<file path="src/rtl/mmu_pxr_bridge_pkg.sv">
// mmu_defs: shared definitions for the MMU register-port bridge.
//   - 22-bit physical byte addresses of the PDR/PAR banks and SR0-SR3
//     (octal values are given alongside the hex constants)
//   - processor mode codes used in the upper bits of the register index
//   - register index codes for SR0-SR3
//   - bridge FSM state encoding
package mmu_defs;

    // Bank bases cover 64 bytes each (32 word registers: PDR0-7, PAR0-7 and
    // their alternate halves). SR addresses name a single word.
    localparam logic [21:0] PA_KERNEL = 22'h3FF4C0;   // 17772300
    localparam logic [21:0] PA_SUPER  = 22'h3FF480;   // 17772200
    localparam logic [21:0] PA_USER   = 22'h3FFF80;   // 17777600
    localparam logic [21:0] PA_SR0    = 22'h3FFF7A;   // 17777572
    localparam logic [21:0] PA_SR1    = 22'h3FFF7C;   // 17777574
    localparam logic [21:0] PA_SR2    = 22'h3FFF7E;   // 17777576
    localparam logic [21:0] PA_SR3    = 22'h3FF54E;   // 17772516

    localparam logic [1:0] MODE_KERNEL = 2'b00;
    localparam logic [1:0] MODE_SUPER  = 2'b01;
    localparam logic [1:0] MODE_USER   = 2'b11;

    localparam logic [7:0] IDX_SR0 = 8'h80;
    localparam logic [7:0] IDX_SR1 = 8'h81;
    localparam logic [7:0] IDX_SR2 = 8'h82;
    localparam logic [7:0] IDX_SR3 = 8'h83;

    typedef enum logic [2:0] {
        S_IDLE   = 3'd0,
        S_STROBE = 3'd1,
        S_WAIT   = 3'd2,
        S_ACK    = 3'd3,
        S_HOLD   = 3'd4
    } state_t;

endpackage

</file>
<file path="src/rtl/mmu_pxr_bridge_if.sv">
// mmu_pxr_bridge_if: bus-side request/response signals plus the PXR port
// toward the MMU.
//   slave  modport : the bridge (takes bus requests, drives the PXR port)
//   master modport : the environment (CPU bus side and MMU model)
// Handshake: bus_rd/bus_wr are levels held by the initiator until bus_ack;
// bus_ack is a one-cycle pulse; the initiator must drop its request before
// the bridge accepts another one. pxr_rd/pxr_wr are one-cycle strobes and
// pxr_data_in must be valid the cycle after pxr_rd.
interface mmu_pxr_bridge_if;
    logic [21:0] bus_pa;
    logic        bus_rd;
    logic        bus_wr;
    logic [1:0]  bus_be;
    logic [15:0] bus_data_in;
    logic        bus_hit;
    logic        bus_ack;
    logic [15:0] bus_data_out;
    logic        pxr_rd;
    logic        pxr_wr;
    logic [1:0]  pxr_be;
    logic [7:0]  pxr_addr;
    logic [15:0] pxr_data_out;
    logic [15:0] pxr_data_in;

    modport slave (
        input  bus_pa, bus_rd, bus_wr, bus_be, bus_data_in, pxr_data_in,
        output bus_hit, bus_ack, bus_data_out,
               pxr_rd, pxr_wr, pxr_be, pxr_addr, pxr_data_out
    );

    modport master (
        output bus_pa, bus_rd, bus_wr, bus_be, bus_data_in, pxr_data_in,
        input  bus_hit, bus_ack, bus_data_out,
               pxr_rd, pxr_wr, pxr_be, pxr_addr, pxr_data_out
    );
endinterface

</file>
<file path="src/rtl/mmu_pxr_bridge_decode.sv">
// mmu_reg_decode: combinational I/O-page decode of a physical byte address
// into an MMU register index.
//   pa   in  22  physical byte address (bit 0 ignored)
//   hit  out 1   address names an MMU register
//   addr out 8   register index {0, mode[1:0], idx[4:0]} or 8'h80-8'h83
// Build option: MMU_SR3_EN makes SR3 (17772516) claimable; without it the
// address is left unclaimed so the bus times out.
module mmu_reg_decode
    import mmu_defs::*;
(
    input  logic [21:0] pa,
    output logic        hit,
    output logic [7:0]  addr
);

    // Byte lane selection comes from the byte enables, never from pa[0].
    logic unused_pa0;
    assign unused_pa0 = pa[0];

    always_comb begin
        hit  = 1'b0;
        addr = 8'h00;
        if (pa[21:6] == PA_KERNEL[21:6]) begin
            hit  = 1'b1;
            addr = {1'b0, MODE_KERNEL, pa[5:1]};
        end else if (pa[21:6] == PA_SUPER[21:6]) begin
            hit  = 1'b1;
            addr = {1'b0, MODE_SUPER, pa[5:1]};
        end else if (pa[21:6] == PA_USER[21:6]) begin
            hit  = 1'b1;
            addr = {1'b0, MODE_USER, pa[5:1]};
        end else if (pa[21:1] == PA_SR0[21:1]) begin
            hit  = 1'b1;
            addr = IDX_SR0;
        end else if (pa[21:1] == PA_SR1[21:1]) begin
            hit  = 1'b1;
            addr = IDX_SR1;
        end else if (pa[21:1] == PA_SR2[21:1]) begin
            hit  = 1'b1;
            addr = IDX_SR2;
        end
`ifdef MMU_SR3_EN
        else if (pa[21:1] == PA_SR3[21:1]) begin
            hit  = 1'b1;
            addr = IDX_SR3;
        end
`endif
    end

endmodule

</file>
<file path="src/rtl/mmu_pxr_bridge.sv">
// mmu_pxr_bridge: turns a held CPU bus cycle aimed at an MMU register into a
// single pxr_rd/pxr_wr strobe and returns data plus a one-cycle bus_ack.
//   clk        in   system clock
//   reset_n    in   asynchronous active-low reset
//   bus        slave modport of mmu_pxr_bridge_if (bus and PXR signals)
//   state_dbg  out  current FSM state
// Sequence: IDLE -> STROBE -> WAIT -> ACK -> HOLD -> IDLE. Strobe one cycle
// after the request is accepted, ack three cycles after. HOLD waits for the
// request to drop so a held request produces exactly one access.
// Build option: MMU_SR3_EN (handled in mmu_reg_decode).
module mmu_pxr_bridge
    import mmu_defs::*;
(
    input  logic                   clk,
    input  logic                   reset_n,
    mmu_pxr_bridge_if.slave        bus,
    output state_t                 state_dbg
);

    state_t      state, state_nx;
    logic        latch, capture;
    logic        dec_hit;
    logic [7:0]  dec_addr;

    logic        op_wr;
    logic        pxr_rd_q, pxr_wr_q, ack_q;
    logic [7:0]  addr_q;
    logic [1:0]  be_q;
    logic [15:0] wdata_q, rdata_q;

    mmu_reg_decode u_decode (
        .pa   (bus.bus_pa),
        .hit  (dec_hit),
        .addr (dec_addr)
    );

    always_comb begin
        state_nx = state;
        latch    = 1'b0;
        capture  = 1'b0;
        case (state)
            S_IDLE: begin
                if ((bus.bus_rd | bus.bus_wr) & dec_hit) begin
                    state_nx = S_STROBE;
                    latch    = 1'b1;
                end
            end
            S_STROBE: state_nx = S_WAIT;
            S_WAIT: begin
                state_nx = S_ACK;
                capture  = ~op_wr;
            end
            S_ACK:    state_nx = S_HOLD;
            S_HOLD: begin
                if (!bus.bus_rd && !bus.bus_wr)
                    state_nx = S_IDLE;
            end
            default:  state_nx = S_IDLE;
        endcase
    end

    // Strobes and ack are flops set one cycle ahead so they leave the block
    // glitch-free; reset clears them immediately, truncating any in flight.
    always_ff @(posedge clk or negedge reset_n) begin
        if (!reset_n) begin
            state    <= S_IDLE;
            op_wr    <= 1'b0;
            pxr_rd_q <= 1'b0;
            pxr_wr_q <= 1'b0;
            ack_q    <= 1'b0;
            addr_q   <= 8'h00;
            be_q     <= 2'b00;
            wdata_q  <= 16'h0000;
            rdata_q  <= 16'h0000;
        end else begin
            state    <= state_nx;
            // rd and wr together count as a write
            pxr_rd_q <= latch & ~bus.bus_wr;
            pxr_wr_q <= latch & bus.bus_wr;
            ack_q    <= (state == S_WAIT);
            if (latch) begin
                op_wr   <= bus.bus_wr;
                addr_q  <= dec_addr;
                be_q    <= bus.bus_be;
                wdata_q <= bus.bus_data_in;
            end
            if (capture)
                rdata_q <= bus.pxr_data_in;
        end
    end

    assign bus.bus_hit      = dec_hit;
    assign bus.bus_ack      = ack_q;
    assign bus.bus_data_out = rdata_q;
    assign bus.pxr_rd       = pxr_rd_q;
    assign bus.pxr_wr       = pxr_wr_q;
    assign bus.pxr_be       = be_q;
    assign bus.pxr_addr     = addr_q;
    assign bus.pxr_data_out = wdata_q;
    assign state_dbg        = state;

endmodule

</file>
<file path="src/flat_wrapper.sv">
// flat-port wrapper written by rule: the top's interface ports become plain ports
module mmu_pxr_bridge_flat import mmu_defs::*;
  (clk, reset_n, state_dbg, bus_bus_pa, bus_bus_rd, bus_bus_wr, bus_bus_be, bus_bus_data_in, bus_pxr_data_in, bus_bus_hit, bus_bus_ack, bus_bus_data_out, bus_pxr_rd, bus_pxr_wr, bus_pxr_be, bus_pxr_addr, bus_pxr_data_out);
  mmu_pxr_bridge_if bus_i ();
  input  logic clk;
  input  logic reset_n;
  output state_t state_dbg;
  input wire logic [$bits(bus_i.bus_pa)-1:0] bus_bus_pa;
  input wire logic [$bits(bus_i.bus_rd)-1:0] bus_bus_rd;
  input wire logic [$bits(bus_i.bus_wr)-1:0] bus_bus_wr;
  input wire logic [$bits(bus_i.bus_be)-1:0] bus_bus_be;
  input wire logic [$bits(bus_i.bus_data_in)-1:0] bus_bus_data_in;
  input wire logic [$bits(bus_i.pxr_data_in)-1:0] bus_pxr_data_in;
  output wire logic [$bits(bus_i.bus_hit)-1:0] bus_bus_hit;
  output wire logic [$bits(bus_i.bus_ack)-1:0] bus_bus_ack;
  output wire logic [$bits(bus_i.bus_data_out)-1:0] bus_bus_data_out;
  output wire logic [$bits(bus_i.pxr_rd)-1:0] bus_pxr_rd;
  output wire logic [$bits(bus_i.pxr_wr)-1:0] bus_pxr_wr;
  output wire logic [$bits(bus_i.pxr_be)-1:0] bus_pxr_be;
  output wire logic [$bits(bus_i.pxr_addr)-1:0] bus_pxr_addr;
  output wire logic [$bits(bus_i.pxr_data_out)-1:0] bus_pxr_data_out;
  assign bus_i.bus_pa = bus_bus_pa;
  assign bus_i.bus_rd = bus_bus_rd;
  assign bus_i.bus_wr = bus_bus_wr;
  assign bus_i.bus_be = bus_bus_be;
  assign bus_i.bus_data_in = bus_bus_data_in;
  assign bus_i.pxr_data_in = bus_pxr_data_in;
  assign bus_bus_hit = bus_i.bus_hit;
  assign bus_bus_ack = bus_i.bus_ack;
  assign bus_bus_data_out = bus_i.bus_data_out;
  assign bus_pxr_rd = bus_i.pxr_rd;
  assign bus_pxr_wr = bus_i.pxr_wr;
  assign bus_pxr_be = bus_i.pxr_be;
  assign bus_pxr_addr = bus_i.pxr_addr;
  assign bus_pxr_data_out = bus_i.pxr_data_out;
  mmu_pxr_bridge u_core (.clk(clk), .reset_n(reset_n), .bus(bus_i), .state_dbg(state_dbg));
endmodule
</file>
<file path="config.mk">
export PLATFORM = sky130hd
export DESIGN_NAME = mmu_pxr_bridge_flat
export DESIGN_NICKNAME = d
export VERILOG_FILES = /design/src/rtl/mmu_pxr_bridge_pkg.sv /design/src/rtl/mmu_pxr_bridge_if.sv /design/src/rtl/mmu_pxr_bridge_decode.sv /design/src/rtl/mmu_pxr_bridge.sv /design/src/flat_wrapper.sv
export SDC_FILE = /design/constraint.sdc
export NUM_CORES = 1
export LEC_CHECK = 0
export BUFFER_PORTS_ARGS = -buffer_cell sky130_fd_sc_hd__buf_2
export CORE_MARGIN = 3
export CORE_UTILIZATION = 28
export CTS_BUF_LIST = sky130_fd_sc_hd__clkbuf_8
export CTS_CLUSTER_SIZE = 24
export DETAILED_ROUTE_END_ITERATION = 16
export MAX_ROUTING_LAYER = met4
export PLACE_DENSITY_LB_ADDON = 0.3
export SYNTH_ARGS = -nofsm -noshare
export SYNTH_HDL_FRONTEND = slang
export SYNTH_HIERARCHICAL = 1
export SYNTH_SLANG_ARGS = --single-unit
export TNS_END_PERCENT = 30
</file>
<file path="constraint.sdc">
create_clock -name clk -period 4.1 [get_ports clk]
set_input_delay 0.41 -clock clk [delete_from_list [all_inputs] [get_ports clk]]
set_output_delay 0.41 -clock clk [all_outputs]
set_load 0.05 [all_outputs]
</file>
==> impl_metrics.toml <==
[clock_network]
cts_buffer_depth = 2
cts_tree = "yes"
cts-resized-gates = 0
clkLatencyLatePin_ps = 300
cts_made_buffers = 5
root_buffer = "clkbuf_8"
clk_pin_slew_ps = 100
ctsHtreeMaxLevel = 2
cts_setup_buffers = 0
cts_hold_buf = 0
clock-sinks = 49

[detailed_routing]
drcViolationCount = 0
routed-via-count = 1492
ant_nets = 0
wl_microns = 4585
routed_via_density = 4.287
drt-initial-drc-count = 36
firstDrtPassIters = 4
wl_per_cell_microns = 13.18

[critical_path]
endpoint_kind = "flip-flop"
crit_slowest_cell = "and3_4"
worstPathCellList = "buf_2, nand4_1, or3_1, a21oi_1, and3_4, mux2_2"
path_class = "in -> reg"
cp.required_ps = 4290
r2r_start = "u_core/state_dbg[1]$_DFFE_PN0P_"
cp_num_buf_inv = 1
critical_path.max_fanout = 29
setup.worst_path.start_class = "input pin"
worstSetupStartpoint = "bus_bus_pa[20]"
crit_family = "simple AND/OR/NAND/NOR gates"
max_stage_delay_ps = 570
cp.arrival_ps = 2370

[cells_and_area]
fillers = 691
syn_to_final_growth_pct = 34.08
drive_gt1_share_pct = 64.68
finish.net_count = 311
diodes = 0

[synth]
yosysSeqAreaShare_pct = 59.00
synth.avg_cell_area_sq_um = 14.74
synthTopCellsByArea = "dfrtp_1 59%, mux2_2 19%, mux2_4 5.8%"
synth_top_area_share_pct = 59.00
ys_seq_elements = 49
synth_fp_nets = 201
yosysWarnings = 6
synth_area_leader_cell = "dfrtp_1"
syn-cell-area_sq_um = 2078
netlist_instances = 141
yosysUniqueCellTypes = 31

[run_status]
status = "finished, final reports clean"

[global_route]
grt_pass1_vias = 1515
overflow = 0
grt_util_all_layers_pct = 11.08
grt_pass1_wl_microns = 7327
grt_start_max_net_pins = 50
antenna_found_initial = 0

[power]
p_int_uw = 936.4
seqPwrFrac_pct = 38.6
switchingPower_uw = 727.4
swShare_pct = 43.72
p_per_area_nw_per_um2 = 597.1
leakage_uw = 0.001479
vdd_drop_max_v = 0.0001646
pwr-share-clk_pct = 18.0
combPwrFrac_pct = 43.4

[sta]
rsz0062_at_grt = "no"
maxSlewViolCount = 0
post-route-period-util_pct = 53.31
finalSetupViolations = 0
min_period_ps = 2186
fin_ws_ps = 1914
worstMarginPinSlew_ps = 625.5
maxSlewHeadroom_pct = 58.30
max_clock_freq_mhz = 457.5
finClkSkew_ps = 10.18
fin_setup_tns_ps = 0
report.final.hold_viol_count = 0
hold_ws_ps = 189.9

[die]
top_level_ports = 109
dieArea_sq_um = 8492
fp-row-count = 30
die_h_microns = 92.15
die_w_microns = 92.15
initial_core_util_pct = 29.77
core_area_sq_um = 6982

[run]
maxCapViolations = 0

[placed_design]
place_worst_setup_slack_ps = 1525
gp_congestion = 0.7686
port_buffers = 107
dpl.hpwl_microns = 3419

[min_path]
hp-class = "in -> async"
## through the flow
stage / utilization [%] / std cells / area (sq um) / power, uW
2_1_floorplan: - / 141 / 2078 / 1212
3_3_place_gp: 38.55 / 340 / 2691 / 1373
3_5_place_dp: 38.55 / 340 / 2691 / 1385
4_1_cts: 39.91 / 348 / 2786 / 1689
5_1_grt: 39.91 / 348 / 2786 / 1751
6_report: 39.91 / 348 / 2786 / 1664
## flip-flops by register name, indices dropped and copies added, names as in the netlist
signal	flops
u_core/bus.bus_data_out	16
u_core/bus.pxr_data_out	16
u_core/bus.pxr_addr	8
u_core/state_dbg	3
u_core/bus.pxr_be	2
u_core/bus.bus_ack	1
u_core/bus.pxr_rd	1
u_core/bus.pxr_wr	1
u_core/op_wr	1
## logic make-up after synthesis
kind of cell	share of synthesized area (%)
mux	24.74
compound gates	3.311
buf+inv	3.491
simple gates	9.030
xor+xnor	0.4215
flops	59.00
## cell usage after synthesis
| library cell | instances |
|---|---|
| and3_4 | 1 |
| nor2b_1 | 4 |
| and3_1 | 2 |
| nor3_1 | 4 |
| buf_6 | 4 |
| o21ai_0 | 1 |
| nand3b_1 | 1 |
| and2_1 | 1 |
| nand2_1 | 1 |
| a211oi_1 | 1 |
| buf_2 | 1 |
| a21oi_1 | 2 |
| o211ai_1 | 1 |
| or3_1 | 1 |
| inv_1 | 4 |
| mux2_2 | 35 |
| and4bb_1 | 1 |
| o21ba_1 | 1 |
| mux2_4 | 8 |
| o2111ai_1 | 1 |
| o21a_1 | 2 |
| xnor2_1 | 1 |
| dfrtp_1 | 49 |
| nor2_1 | 4 |
| nand4_1 | 4 |
| o21ai_1 | 1 |
| and4b_1 | 1 |
| nor4b_2 | 1 |
| nand3_1 | 1 |
| buf_4 | 1 |
| nor3b_2 | 1 |
## layout make-up
class                   count  area, sq um  area share [%]
inverters                   4        15.01          0.5388
multi-input cells          82        779.5           27.97
repair buffers            109        550.5           19.76
clock buffers               5        68.82           2.470
flip-flops and latches     49         1226           44.01
clock inverters             3        26.28          0.9430
well taps                  96        120.1           4.311
## path summary, 6_finish.rpt
kind | end | slack (ps) | cells after the start
worst max-delay path | u_core/bus.pxr_addr[7]$_DFFE_PN0P_ | 1910 | 6
worst min-delay path | u_core/bus.bus_data_out[15]$_DFFE_PN0P_ | 190 | 2
worst max register to register | u_core/bus.pxr_addr[7]$_DFFE_PN0P_ | 2370 | 3
worst min register to register | u_core/bus.bus_data_out[9]$_DFFE_PN0P_ | 510 | 1
max in group asynchronous | u_core/bus.pxr_addr[7]$_DFFE_PN0P_ | 3470 | 2
min in group clk | u_core/bus.pxr_rd$_DFF_PN0_ | 310 | 2
## power groups by stage
stage               clock, uW  sequential (uW)  combinational, uW
finish                    299              643                722
global route              333              659                759
CTS                       314              646                729
detailed placement          0              656                729
global placement            0              650                723
floorplan                   0             1000                211
## cells in the final DEF, fill, tap and decap left out, drive strengths merged, types with 2 or more instances in the layout
cell type	netlist	routed
a21oi	2	2
clkinvlp	0	2
nor3	4	4
mux2	43	43
nor2b	4	4
and3	3	3
buf	6	109
o21ai	2	2
dfrtp	49	49
nand4	4	4
inv	4	5
clkbuf	0	5
o21a	2	2
nor2	4	4
## routing by layer
| metal | routed length (microns) | part of all wire, % | track usage (%) | up-vias |
|---|---|---|---|---|
| met2 | 2164 | 47 | 18.31 | 71 |
| met3 | 355 | 7.7 | 3.117 | 3 |
| li1 | - | - | - | 729 |
| met5 | 0 | 0 | - | - |
| met4 | 14 | 0.31 | 2.970 | 0 |
| met1 | 2051 | 45 | 13.33 | 689 |
No activity file was read; power rests on OpenSTA's default activity.
